`src/rtl/prioritized_dispatcher.sv`:
```
// prioritized_dispatcher
//   Registered 1-to-N dispatcher. A single valid/ready input stream is steered
//   to the highest-priority output lane whose single-entry register can take a
//   new word. Lanes are searched in the order priority_list[0], priority_list[1], ...
//
// Ports
//   clk             clock, all state updates on the rising edge
//   rst             asynchronous active-high reset
//   in_data         incoming word
//   in_valid        in_data is valid
//   in_ready        a lane can take a word this cycle (independent of in_valid)
//   out_data[i]     registered word of lane i
//   out_valid[i]    lane i holds a word
//   out_ready[i]    lane i consumer accepts the word
//   dispatch_count  number of accepted words, wraps modulo 2^count_width
//   last_lane       lane index of the most recently accepted word
module prioritized_dispatcher #(
  parameter int data_width = 8,
  parameter int number_of_inputs = 4,
  parameter int unsigned priority_list [number_of_inputs-1:0] = '{3, 1, 2, 0},
  parameter int count_width = 16,
  localparam int lane_width = (number_of_inputs > 1) ? $clog2(number_of_inputs) : 1
) (
  input  logic                   clk,
  input  logic                   rst,
  input  logic [data_width-1:0]  in_data,
  input  logic                   in_valid,
  output logic                   in_ready,
  output logic [data_width-1:0]  out_data [number_of_inputs-1:0],
  output logic                   out_valid [number_of_inputs-1:0],
  input  logic                   out_ready [number_of_inputs-1:0],
  output logic [count_width-1:0] dispatch_count,
  output logic [lane_width-1:0]  last_lane
);

  // Pairwise comparison avoids indexing a table with 32-bit list entries.
  function automatic bit list_is_permutation();
    for (int a = 0; a < number_of_inputs; a++) begin
      if (priority_list[a] >= number_of_inputs) return 1'b0;
      for (int b = a + 1; b < number_of_inputs; b++) begin
        if (priority_list[a] == priority_list[b]) return 1'b0;
      end
    end
    return 1'b1;
  endfunction

  localparam bit perm_ok = list_is_permutation();

  if (number_of_inputs < 1) begin : g_bad_count
    $fatal(1, "prioritized_dispatcher: number_of_inputs must be >= 1");
  end
  if (!perm_ok) begin : g_bad_list
    $fatal(1, "prioritized_dispatcher: priority_list must be a permutation of 0..N-1");
  end

  logic [lane_width-1:0]       order [number_of_inputs-1:0];
  logic [number_of_inputs-1:0] avail;
  logic [lane_width-1:0]       target;
  logic                        accept;

  for (genvar gi = 0; gi < number_of_inputs; gi++) begin : g_lane
    assign order[gi] = lane_width'(priority_list[gi]);
    // A full lane that is draining this cycle can be refilled in the same cycle.
    assign avail[gi] = !out_valid[gi] || out_ready[gi];
  end

  assign in_ready = |avail;
  assign accept   = in_valid && in_ready;

  // Walk the search order backwards so the smallest k with a free lane wins.
  always_comb begin
    target = '0;
    for (int k = number_of_inputs - 1; k >= 0; k--) begin
      if (avail[order[k]]) target = order[k];
    end
  end

  always_ff @(posedge clk or posedge rst) begin
    if (rst) begin
      for (int i = 0; i < number_of_inputs; i++) begin
        out_valid[i] <= 1'b0;
        out_data[i]  <= '0;
      end
      dispatch_count <= '0;
      last_lane      <= '0;
    end else begin
      for (int i = 0; i < number_of_inputs; i++) begin
        if (accept && target == lane_width'(i)) begin
          out_valid[i] <= 1'b1;
          out_data[i]  <= in_data;
        end else if (out_ready[i]) begin
          out_valid[i] <= 1'b0;
        end
      end
      if (accept) begin
        dispatch_count <= dispatch_count + 1'b1;
        last_lane      <= target;
      end
    end
  end

endmodule

```
`config.mk`:
```
export PLATFORM = sky130hd
export DESIGN_NAME = prioritized_dispatcher
export DESIGN_NICKNAME = d
export VERILOG_FILES = /design/src/rtl/prioritized_dispatcher.sv
export SDC_FILE = /design/constraint.sdc
export NUM_CORES = 1
export LEC_CHECK = 0
export CAP_MARGIN = 40
export CORE_MARGIN = 1.5
export CORE_UTILIZATION = 46
export DETAILED_ROUTE_END_ITERATION = 10
export MAX_ROUTING_LAYER = met4
export PLACE_DENSITY = 0.85
export SKIP_CTS_REPAIR_TIMING = 1
export SYNTH_ARGS = -nofsm -noshare
export SYNTH_HDL_FRONTEND = slang
export SYNTH_SLANG_ARGS = --single-unit
export TNS_END_PERCENT = 1
```
`constraint.sdc`:
```
create_clock -name clk -period 2.1 [get_ports clk]
set_input_delay 0.42 -clock clk [delete_from_list [all_inputs] [get_ports clk]]
set_output_delay 0.42 -clock clk [all_outputs]
set_load 0.005 [all_outputs]
```
Word level (Yosys, flattened, before mapping)
Index checks and enable logic that the tools add are counted.
Storage, ports and cells
  flip-flop bits (word level): 54
  bits in latches: 0
  bits in writable memories: 0
  memory bits (read-only): 0
  input bits: 15
  memories kept: 0
Operators by class
  add/sub/neg operators: 1
  $mul: 0
  div/mod/pow operators: 0
  order comparisons: 0
  equality and inequality tests: 3
  shift-type cells: 0
  muxes and demuxes: 12
  bitwise operators: 0
  reduce and logical (&&, ||, !) cells: 19
Operators by type and width (count)
  $add 16x1->16 const B: 1
  $mux 1: 8
  $mux 2: 4
  $reduce_bool 2->1: 4
  $logic_and 1x1->1: 5
  $eq 2x2->1 const B: 2
  $logic_not 1->1: 4
  $logic_or 1x1->1: 4
  $reduce_or 4->1: 1
  $eq 2x1->1 const B: 1
  $logic_not 2->1: 1

Longest topological paths before layout
Gate-level depths: netlist of run 1.
  word-level depth: 9
  mapped depth: 5
  mapped depth without buffers: 4

Least setup slack after synthesis of run 1
OpenSTA, ideal clock, no wires.
  path type: input-to-reg
  start: input port out_ready[1] (netlist name)
  end: register out_data[24] (netlist name)
  setup time: 125 ps
  arrival: 1284 ps
  data required time: 1975 ps
  slack: 691 ps
  stages on the path: 4
  path through: nand2b_1 -> a21oi_2 -> nand3_4 -> mux2_4
Between the ends
  cells in the longest elaborated chain, start to end: 6
  elaborated cells on any way between the ends: 8
  classes of those cells: eq/ne (1); mux (3); reduce/logical (4)
RTL lines
  start: declaration: line 31  | input logic out_ready [number_of_inputs-1:0],
  $logic_or 1x1->1 *: line 64  | assign avail[gi] = !out_valid[gi] || out_ready[gi];
  $mux 2 (3 in a row): line 74  | if (avail[order[k]]) target = order[k];
  $eq 2x2->1: line 88  | if (accept && target == lane_width'(i)) begin
  $logic_and 1x1->1 *: line 88
  end signal: indexed assignment: line 90  | out_data[i] <= in_data;
  end: declaration: line 29  | output logic [data_width-1:0] out_data [number_of_inputs-1:0],
Mark *: on every way between the ends. The rest lies on a longest branch, timed or not.
A chain may end at the register's enable or synchronous reset.

Final worst setup path of run 1
  start: input port out_ready[0] (netlist name)
  end: output port in_ready
Between the ends
  cells in the longest elaborated chain, start to end: 2
RTL lines
  $logic_or 1x1->1: line 64
  $reduce_or 4->1: line 67  | assign in_ready = |avail;
  end: declaration: line 28  | output logic in_ready,
No other way between the ends.

==> out/results.ini, run 1 <==
[status]
outcome = complete, no violations

[setup_path]
path_cells = clkdlybuf4s50_1, and4bb_4, nand2_1, dlymetal6s2s_1
cp.required_ps = 1680
cp_max_fo = 2
start_kind = primary input
crit_path_max_incr_delay_ps = 410
cp_top_family = buffers and inverters
worstPathArrival_ps = 1350
critical_path_buf_inv_count = 2
slowest_stage = clkdlybuf4s50_1
crit_type = in -> out
end_kind = output pin

[logic_synthesis]
yosys_warnings = 0
syn_nets = 176
ys_types = 31
synth_seq_area_share = 0.588
syn_inst = 160
syn_avg_cell_area_um2 = 14.4
syn_area_um2 = 2300
ys_ff_latch = 54

[worst_hold_path]
min_path_type = in -> async

[grt]
track_usage = 0.194
grt_pass1_wl_um = 7800
antenna_found_initial = 0
grt_pass1_vias = 1558
grt_max_degree = 34
gr-total-overflow = 0

[floorplan]
die_area_um2 = 5430
start_util = 0.483
num_io_pins = 70
num_rows = 25
core_um2 = 4750
die_w_um = 73.7
die_y_um = 73.7

[timing]
final-setup-viol-count = 0
hold_viol_final = 0
rsz0062_at_grt = false
finClkSkew_ps = 6.07
post-route-min-period_ps = 1770
worst_slew_pin_slew_ps = 285
slew_violations = 0
post-route-period-util = 0.841
max_slew_margin = 0.809
final.setup.tns_ps = 0
fmax_mhz = 566

[drt]
num_vias = 1544
firstDrtPassIters = 4
drtIter0Drc = 58
wl_um = 4610
drc = 0
postRouteAntennaNets = 0
via_per_inst = 4.95
wl_per_cell_um = 14.8

[clock_network]
clockBufferDepth = 2
tritoncts = yes
clockRootBuffer = clkbuf_8
cts_sinks = 54
cts_buffers = 5
path_clk_slew_ps = 90
h-tree-depth = 2
clock_latency_ps = 290

[place]
place.gp.congestion = 0.781
dp_hpwl_um = 3470
numPortBuffers = 69

[run]
cap_violations = 0

[power_and_ir_drop]
total_power_mw = 2.76
ir_drop_mv = 0.641
power.density_nw_per_um2 = 847
p_leak_nw = 1.45

[final_layout]
diodes = 0
syn_to_final_growth_pct = 42.0
final_util = 0.686
drive_gt1_frac = 0.216
final_nets = 260

-- logic make-up (layout without fill, tap and decap cells) --
kind of cell / count (synthesis) / after routing / synth area share
AO/OA/AOI/OAI: 9 / 9 / 0.0294
XOR/XNOR: 15 / 15 / 0.0572
adder cells (fa/ha/maj): 1 / 1 / 0.00545
buffers and inverters: 7 / 92 / 0.0152
flip-flops: 54 / 54 / 0.588
multiplexers: 32 / 32 / 0.183
AND/OR/NAND/NOR: 42 / 42 / 0.121
-- final cells by class --
| cell class | instances | area (um2) |
|---|---|---|
| Tap cell | 67 | 83.8 |
| Multi-Input combinational cell | 99 | 911 |
| Sequential cell | 54 | 1350 |
| Timing Repair Buffer | 81 | 796 |
| Clock inverter | 3 | 40.0 |
| Clock buffer | 5 | 68.8 |
| Fill cell | 356 | 1490 |
| Inverter | 3 | 11.3 |
-- state kept, by name, summed over array words and instances (netlist names) --
signal	flops
last_lane	2
out_data	32
dispatch_count	16
out_valid	4
-- metal layers --
metal / up-vias / GRT usage / routed length, um
li1: 735 / - / -
met1: 752 / 0.267 / 2190
met2: 52 / 0.305 / 2190
met3: 5 / 0.0302 / 194
met4: 0 / 0.0432 / 34
met5: - / - / 0
-- where the power goes --
group | internal (mW) | switching (mW)
Clock | 0.351 | 0.312
Sequential | 1.22 | 0.144
Combinational | 0.500 | 0.239
Total | 2.07 | 0.694
-- synth_stat cells, drive strengths merged --
library cell | number | area share
and4 | 2 | 0.0076
nor2 | 1 | 0.0016
nor2b | 1 | 0.0027
nand4bb | 2 | 0.0098
ha | 1 | 0.0054
nand4 | 6 | 0.016
and3 | 4 | 0.011
a21boi | 1 | 0.0049
nand3 | 8 | 0.028
nand2b | 3 | 0.0082
dfrtp | 54 | 0.59
or2 | 1 | 0.0027
inv | 3 | 0.0049
and4bb | 2 | 0.013
buf | 3 | 0.0087
nand2 | 11 | 0.018
o21ai | 4 | 0.0087
xnor2 | 14 | 0.053
o211a | 1 | 0.0076
and2 | 1 | 0.0027
clkbuf | 1 | 0.0016
a21oi | 3 | 0.0082
mux2 | 32 | 0.18
xor2 | 1 | 0.0038
-- worst paths after layout --
kind | slack [ps] | end | depth (start not counted) | from
max in group asynchronous | 1320 | dispatch_count[3] | 3 | rst
min in group clk | 490 | out_data[22] | 1 | out_data[22]
hold reg to reg | 490 | out_data[22] | 1 | out_data[22]
setup / recovery | 330 | in_ready | 4 | out_ready[0]
hold / removal | 340 | dispatch_count[9] | 2 | rst
setup reg to reg | 600 | dispatch_count[7] | 5 | out_valid[3]
-- placed cells by master (no fill, tap or decap), types with 2 or more instances in the layout --
cell type / count
clkinv_2: 2
dfrtp_1: 54
nand2b_1: 3
nand4bb_1: 2
nand2_1: 11
a21oi_1: 2
nand4_1: 6
clkdlybuf4s50_1: 68
and4_1: 2
clkbuf_8: 5
nand3_4: 2
o21ai_0: 3
and3_1: 4
nand3_1: 6
mux2_4: 16
xnor2_1: 14
inv_1: 2
mux2_1: 8
buf_4: 11
mux2_2: 8
-- through the flow --
step,instance area [um2],std cells,setup slack [ps],hold WS [ps]
6_report,3260,312,333,341
5_1_grt,3260,312,271,364
4_1_cts,3260,312,-18.8,344
3_5_place_dp,3150,304,-28.0,474
3_3_place_gp,3150,304,-1.60,465
2_1_floorplan,2300,160,365,468
(Power assumes the default switching activity.)
==> run 2: changes to the inputs <==
clock period = 1.8 ns   (was 2.1 ns; I/O delays follow)
==> run 2 against run 1 <==
  * Via count up 1.9%
  * Non-clock buffer count increased by 7
  * Worst setup slack got worse by 240 ps
  * First-iteration DRC count grew 45%
  * Clock power up 2%
  * Count of clock-buffer cells in the layout rose by 2
  * Sequential cell count is the same
  * Core utilization rose by 0.74 points
  * Cell area grew 1.1%
  * Global-route usage grew 0.40 points
  * Largest power group unchanged
==> out/results.ini, run 2 (synthesis results as in run 1) <==
[status]
outcome = complete, no violations

[power_and_ir_drop]
p_leak_nw = 1.47  ; +1.7%
comb_power_share = 0.278  ; +0.010
p_int_mw = 2.32  ; +12%
total_power_mw = 3.14  ; +14%
p_clk_frac = 0.216  ; -0.024
power.density_nw_per_um2 = 953  ; +13%
sequentialPowerShare = 0.506  ; +0.014
switching_power_uw = 820  ; +18%
switching_share = 0.261  ; +0.00944
ir_drop_mv = 0.682  ; +6.5%

[place]
dp_hpwl_um = 3530  ; +1.8%
place_ws_ps = -266  ; -238 ps
place.gp.congestion = 0.844  ; +8.1%
dp.cells = 311  ; +2.3%
numPortBuffers = 69  ; unchanged

[clock_network]
h-tree-depth = 2  ; unchanged
path_clk_slew_ps = 90  ; about the same
clockBufferDepth = 2  ; unchanged
cts_sinks = 54  ; unchanged
clockRootBuffer = clkbuf_8
clock_latency_ps = 300  ; about the same
tritoncts = yes
cts_buffers = 5  ; unchanged

[timing]
worst_slew_pin_slew_ps = 316  ; +30.9 ps
final.setup.tns_ps = 0  ; unchanged
finClkSkew_ps = 4.72  ; -1.34 ps
post-route-min-period_ps = 1710
fmax_mhz = 586
max_slew_margin = 0.788  ; -0.0207
postLayoutSetupSlackWorst_ps = 92.8  ; -240 ps
slew_violations = 0  ; unchanged
rsz0062_at_grt = false
post-route-period-util = 0.948
hold_viol_final = 0  ; unchanged
final-setup-viol-count = 0  ; unchanged

[final_layout]
final_nets = 267  ; +2.7%
mostFrequentLayoutCells = 68 x clkdlybuf4s50_1, 54 x dfrtp_1, 18 x buf_4, 16 x mux2_4, 14 x xnor2_1
final_cells = 319  ; +2.2%
fillers = 352  ; -1.1%
syn_to_final_growth_pct = 43.5
drive_gt1_frac = 0.234  ; +0.0178
diodes = 0  ; unchanged
biggestRegsByFlops = out_data x32, dispatch_count x16, out_valid x4
largest-register = out_data
mostFrequentLayoutCell = clkdlybuf4s50_1
largest_reg_flops = 32  ; unchanged

[drt]
wl_per_cell_um = 15.0  ; +1.3%
drtIter0Drc = 84  ; +45%
drc = 0  ; unchanged
postRouteAntennaNets = 0  ; unchanged
wl_um = 4770  ; +3.6%
firstDrtPassIters = 4  ; unchanged
via_per_inst = 4.93  ; -0.29%
num_vias = 1574  ; +1.9%

[setup_path]
end_kind = output pin
worstPathArrival_ps = 1350  ; about the same
cp.required_ps = 1440  ; -240 ps
crit_type = in -> out
cp_max_fo = 2  ; unchanged
start_kind = primary input

[run]
cap_violations = 0  ; unchanged

[grt]
antenna_found_initial = 0  ; unchanged
gr-total-overflow = 0  ; unchanged
grt_max_degree = 55  ; +62%
grt_pass1_wl_um = 7800  ; unchanged
track_usage = 0.198  ; +0.00397
grt_pass1_vias = 1578  ; +1.3%

[floorplan]
die_y_um = 73.7  ; unchanged
core_um2 = 4750  ; unchanged
die_w_um = 73.7  ; unchanged
die_area_um2 = 5430  ; unchanged
num_rows = 25  ; unchanged
num_io_pins = 70  ; unchanged
start_util = 0.483  ; unchanged

[worst_hold_path]
min_path_type = in -> async

-- run 2: power groups by stage --
stage          Clock, mW  Sequential, mW  Combinational, mW
2_1_floorplan          0            1.60              0.328
3_3_place_gp           0            1.60              0.863
3_5_place_dp           0            1.61              0.881
4_1_cts            0.691            1.59              0.886
5_1_grt            0.746            1.62              0.951
6_report           0.677            1.59              0.874
-- run 2: per-layer routing --
metal  vias to the layer above  wire (um)  GRT usage
li1                        743          -          -
met1                       773       2180      0.263
met4                         0         33     0.0370
met5                         -          0          -
met3                         5        228     0.0466
met2                        53       2330      0.313
-- run 2: worst paths after layout --
| check | end | from | cells past startpoint | slack, ps |
|---|---|---|---|---|
| max in group asynchronous | out_data[27] | rst | 3 | 1160 |
| hold / removal | out_data[7] | rst | 3 | 420 |
| setup reg to reg | dispatch_count[7] | out_valid[1] | 5 | 280 |
| min in group clk | out_data[16] | out_data[16] | 1 | 490 |
| hold reg to reg | out_data[16] | out_data[16] | 1 | 490 |
| setup / recovery | in_ready | out_ready[0] | 4 | 90 |
-- run 2: metrics by stage --
stage | hold slack, ps | cell area (um2) | utilization
finish | 424 | 3300 | 0.693
global route | 459 | 3300 | 0.693
CTS | 433 | 3290 | 0.693
detailed placement | 474 | 3200 | 0.674
global placement | 466 | 3200 | 0.674
floorplan | 467 | 2300 | -
-- run 2: layout make-up --
cell class | instances | area (um2) | share of cell area
Clock buffer | 7 | 86.3 | 0.0262
Clock inverter | 1 | 5.00 | 0.00152
Inverter | 3 | 11.3 | 0.00342
Multi-Input combinational cell | 99 | 911 | 0.276
Sequential cell | 54 | 1350 | 0.410
Tap cell | 67 | 83.8 | 0.0254
Timing Repair Buffer | 88 | 848 | 0.257
-- run 2: worst max-delay path, stage by stage --
cell and delay, ps:
clkdlybuf4s50_1 430, and4bb_4 340, nand2_1 60, dlymetal6s2s_1 160
==> run 3: changes to the inputs <==
CORE_MARGIN = 2   (was 1.5)
==> run 3 against run 2 <==
  * Sequential power barely moved
  * Global-route usage fell by 0.35 points
  * Clock power rose by 7.7%
  * Via count rose by 0.89%
  * Maximum frequency rose by 2.3%
  * Critical path depth fell by 3
  * Register-to-register slack improved by 40 ps
  * Clock skew fell by 0.68 ps
  * Critical path type is now reg -> out
  * Largest cell class unchanged
  * Largest power group unchanged
==> out/results.ini, run 3 (synthesis results as in run 1) <==
[status]
outcome = complete, no violations

[final_layout]
final-seq-area_um2 = 1350  ; unchanged
mostFrequentLayoutCell = clkdlybuf4s50_1
drive_gt1_frac = 0.238  ; +0.00397
stdcell_area_um2 = 3310  ; +0.42%
biggestRegsByFlops = out_data x32, dispatch_count x16, out_valid x4
largest_reg_flops = 32  ; unchanged
mostFrequentLayoutCells = 68 x clkdlybuf4s50_1, 54 x dfrtp_1, 18 x buf_4, 16 x mux2_4, 14 x xnor2_1
syn_to_final_growth_pct = 44.1
fillers = 365  ; +3.7%
diodes = 0  ; unchanged
multi_input_area_um2 = 911  ; unchanged
final_nets = 267  ; unchanged
final_cells = 319  ; unchanged
largest-register = out_data
final_util = 0.696  ; +0.00290

[clock_network]
tritoncts = yes
path_clk_slew_ps = 90  ; about the same
clock_latency_ps = 300  ; about the same
h-tree-depth = 2  ; unchanged
clockRootBuffer = clkbuf_8
clockBufferDepth = 2  ; unchanged
cts_sinks = 54  ; unchanged
cts_buffers = 5  ; unchanged

[floorplan]
num_rows = 25  ; unchanged
num_io_pins = 70  ; unchanged
start_util = 0.483  ; unchanged
die_y_um = 74.7  ; +1.4%
core_um2 = 4750  ; unchanged
die_w_um = 74.7  ; +1.4%
die_area_um2 = 5570  ; +2.7%

[power_and_ir_drop]
sequentialPowerShare = 0.497  ; -0.009
p_leak_nw = 1.48  ; +0.34%
p_clk_frac = 0.227  ; +0.011
switching_power_uw = 846  ; +3.2%
ir_drop_mv = 0.784  ; +15%
switching_share = 0.263  ; +0.00250
comb_power_share = 0.276  ; -0.002
p_int_mw = 2.37  ; +1.9%
power.density_nw_per_um2 = 970  ; +1.8%

[run]
cap_violations = 0  ; unchanged

[timing]
final-setup-viol-count = 0  ; unchanged
rsz0062_at_grt = false
finClkSkew_ps = 4.05  ; -0.677 ps
max_slew_margin = 0.798  ; +0.0104
post-route-period-util = 0.927  ; -0.0214
worst_slew_pin_slew_ps = 302  ; -13.8 ps
slew_violations = 0  ; unchanged
post-route-min-period_ps = 1670  ; -38.5 ps
fmax_mhz = 599  ; +2.3%
hold_viol_final = 0  ; unchanged

[setup_path]
slowest_stage = clkdlybuf4s50_1
end_kind = output pin
critical_path_buf_inv_count = 1  ; -1
crit_type = reg -> out
rr_worst_depth = 6  ; +1
cp.required_ps = 1440  ; about the same
cp.depth = 1  ; -3
worstPathArrival_ps = 1310  ; -40 ps
cp_top_family = buffers and inverters
crit_path_max_incr_delay_ps = 560  ; +130 ps
path_cells = clkdlybuf4s50_1
start_kind = flop
cp_max_fo = 6  ; +4

[grt]
grt_max_degree = 55  ; unchanged
antenna_found_initial = 0  ; unchanged
gr-total-overflow = 0  ; unchanged
grt_pass1_vias = 1626  ; +3.0%
grt_pass1_wl_um = 7780  ; -0.18%
track_usage = 0.194  ; -0.00349

[place]
dp.cells = 311  ; unchanged
place_area_um2 = 3200  ; unchanged
place.gp.congestion = 0.774  ; -8.3%
numPortBuffers = 69  ; unchanged
dp_hpwl_um = 3640  ; +3.0%

[drt]
postRouteAntennaNets = 0  ; unchanged
wl_per_cell_um = 15.2  ; +1.5%
drc = 0  ; unchanged
drtIter0Drc = 117  ; +39%
wl_um = 4840  ; +1.5%
via_per_inst = 4.98  ; +0.89%
num_vias = 1588  ; +0.89%
firstDrtPassIters = 4  ; unchanged

[worst_hold_path]
min_path_type = in -> async

[run 3: changes by cell type in the layout (fill, tap and decap cells not counted)]
cell      change
clkbuf_1      -1
clkinv_4      +1
clkinv_2      -1
clkbuf_8      +1
[run 3: metrics by stage]
step	TNS (ps)	power, mW	worst slack (ps)	hold WS (ps)
final	0	3.21	131	431
after global placement	-3040	2.47	-180	469
after detailed placement	-3880	2.51	-191	479
after CTS	-191	3.24	-191	441
after global routing	0	3.38	76.9	482
after floorplan	0	1.93	125	467
[run 3: final cells by class]
type | count | area share
repair buffers | 88 | 0.256
well taps | 67 | 0.0253
clock buffers | 7 | 0.0291
inverters | 3 | 0.00340
flip-flops and latches | 54 | 0.408
clock inverters | 1 | 0.00265
multi-input cells | 99 | 0.275
[run 3: power by group through the flow]
| stage | registers [mW] | clock network (mW) | logic, mW |
|---|---|---|---|
| global placement | 1.61 | 0 | 0.865 |
| detailed placement | 1.62 | 0 | 0.895 |
| finish | 1.60 | 0.729 | 0.887 |
| global route | 1.62 | 0.788 | 0.969 |
| CTS | 1.59 | 0.750 | 0.900 |
| floorplan | 1.60 | 0 | 0.328 |
[run 3: final timing paths]
| check | start | to | slack (ps) |
|---|---|---|---|
| worst max-delay path | dispatch_count[8] | dispatch_count[8] | 130 |
| min in group clk | out_data[21] | out_data[21] | 500 |
| worst min-delay path | rst | dispatch_count[13] | 430 |
| worst max register to register | out_valid[3] | dispatch_count[7] | 320 |
| worst min register to register | out_data[21] | out_data[21] | 500 |
| max in group asynchronous | rst | out_data[24] | 1140 |
[run 3: per-layer routing]
layer | routed length [um] | vias to the layer above | part of all wire | global-route usage
li1 | - | 746 | - | -
met1 | 2210 | 778 | 0.46 | 0.252
met2 | 2280 | 57 | 0.47 | 0.309
met3 | 288 | 7 | 0.059 | 0.0388
met4 | 61 | 0 | 0.013 | 0.0655
met5 | 0 | - | 0 | -
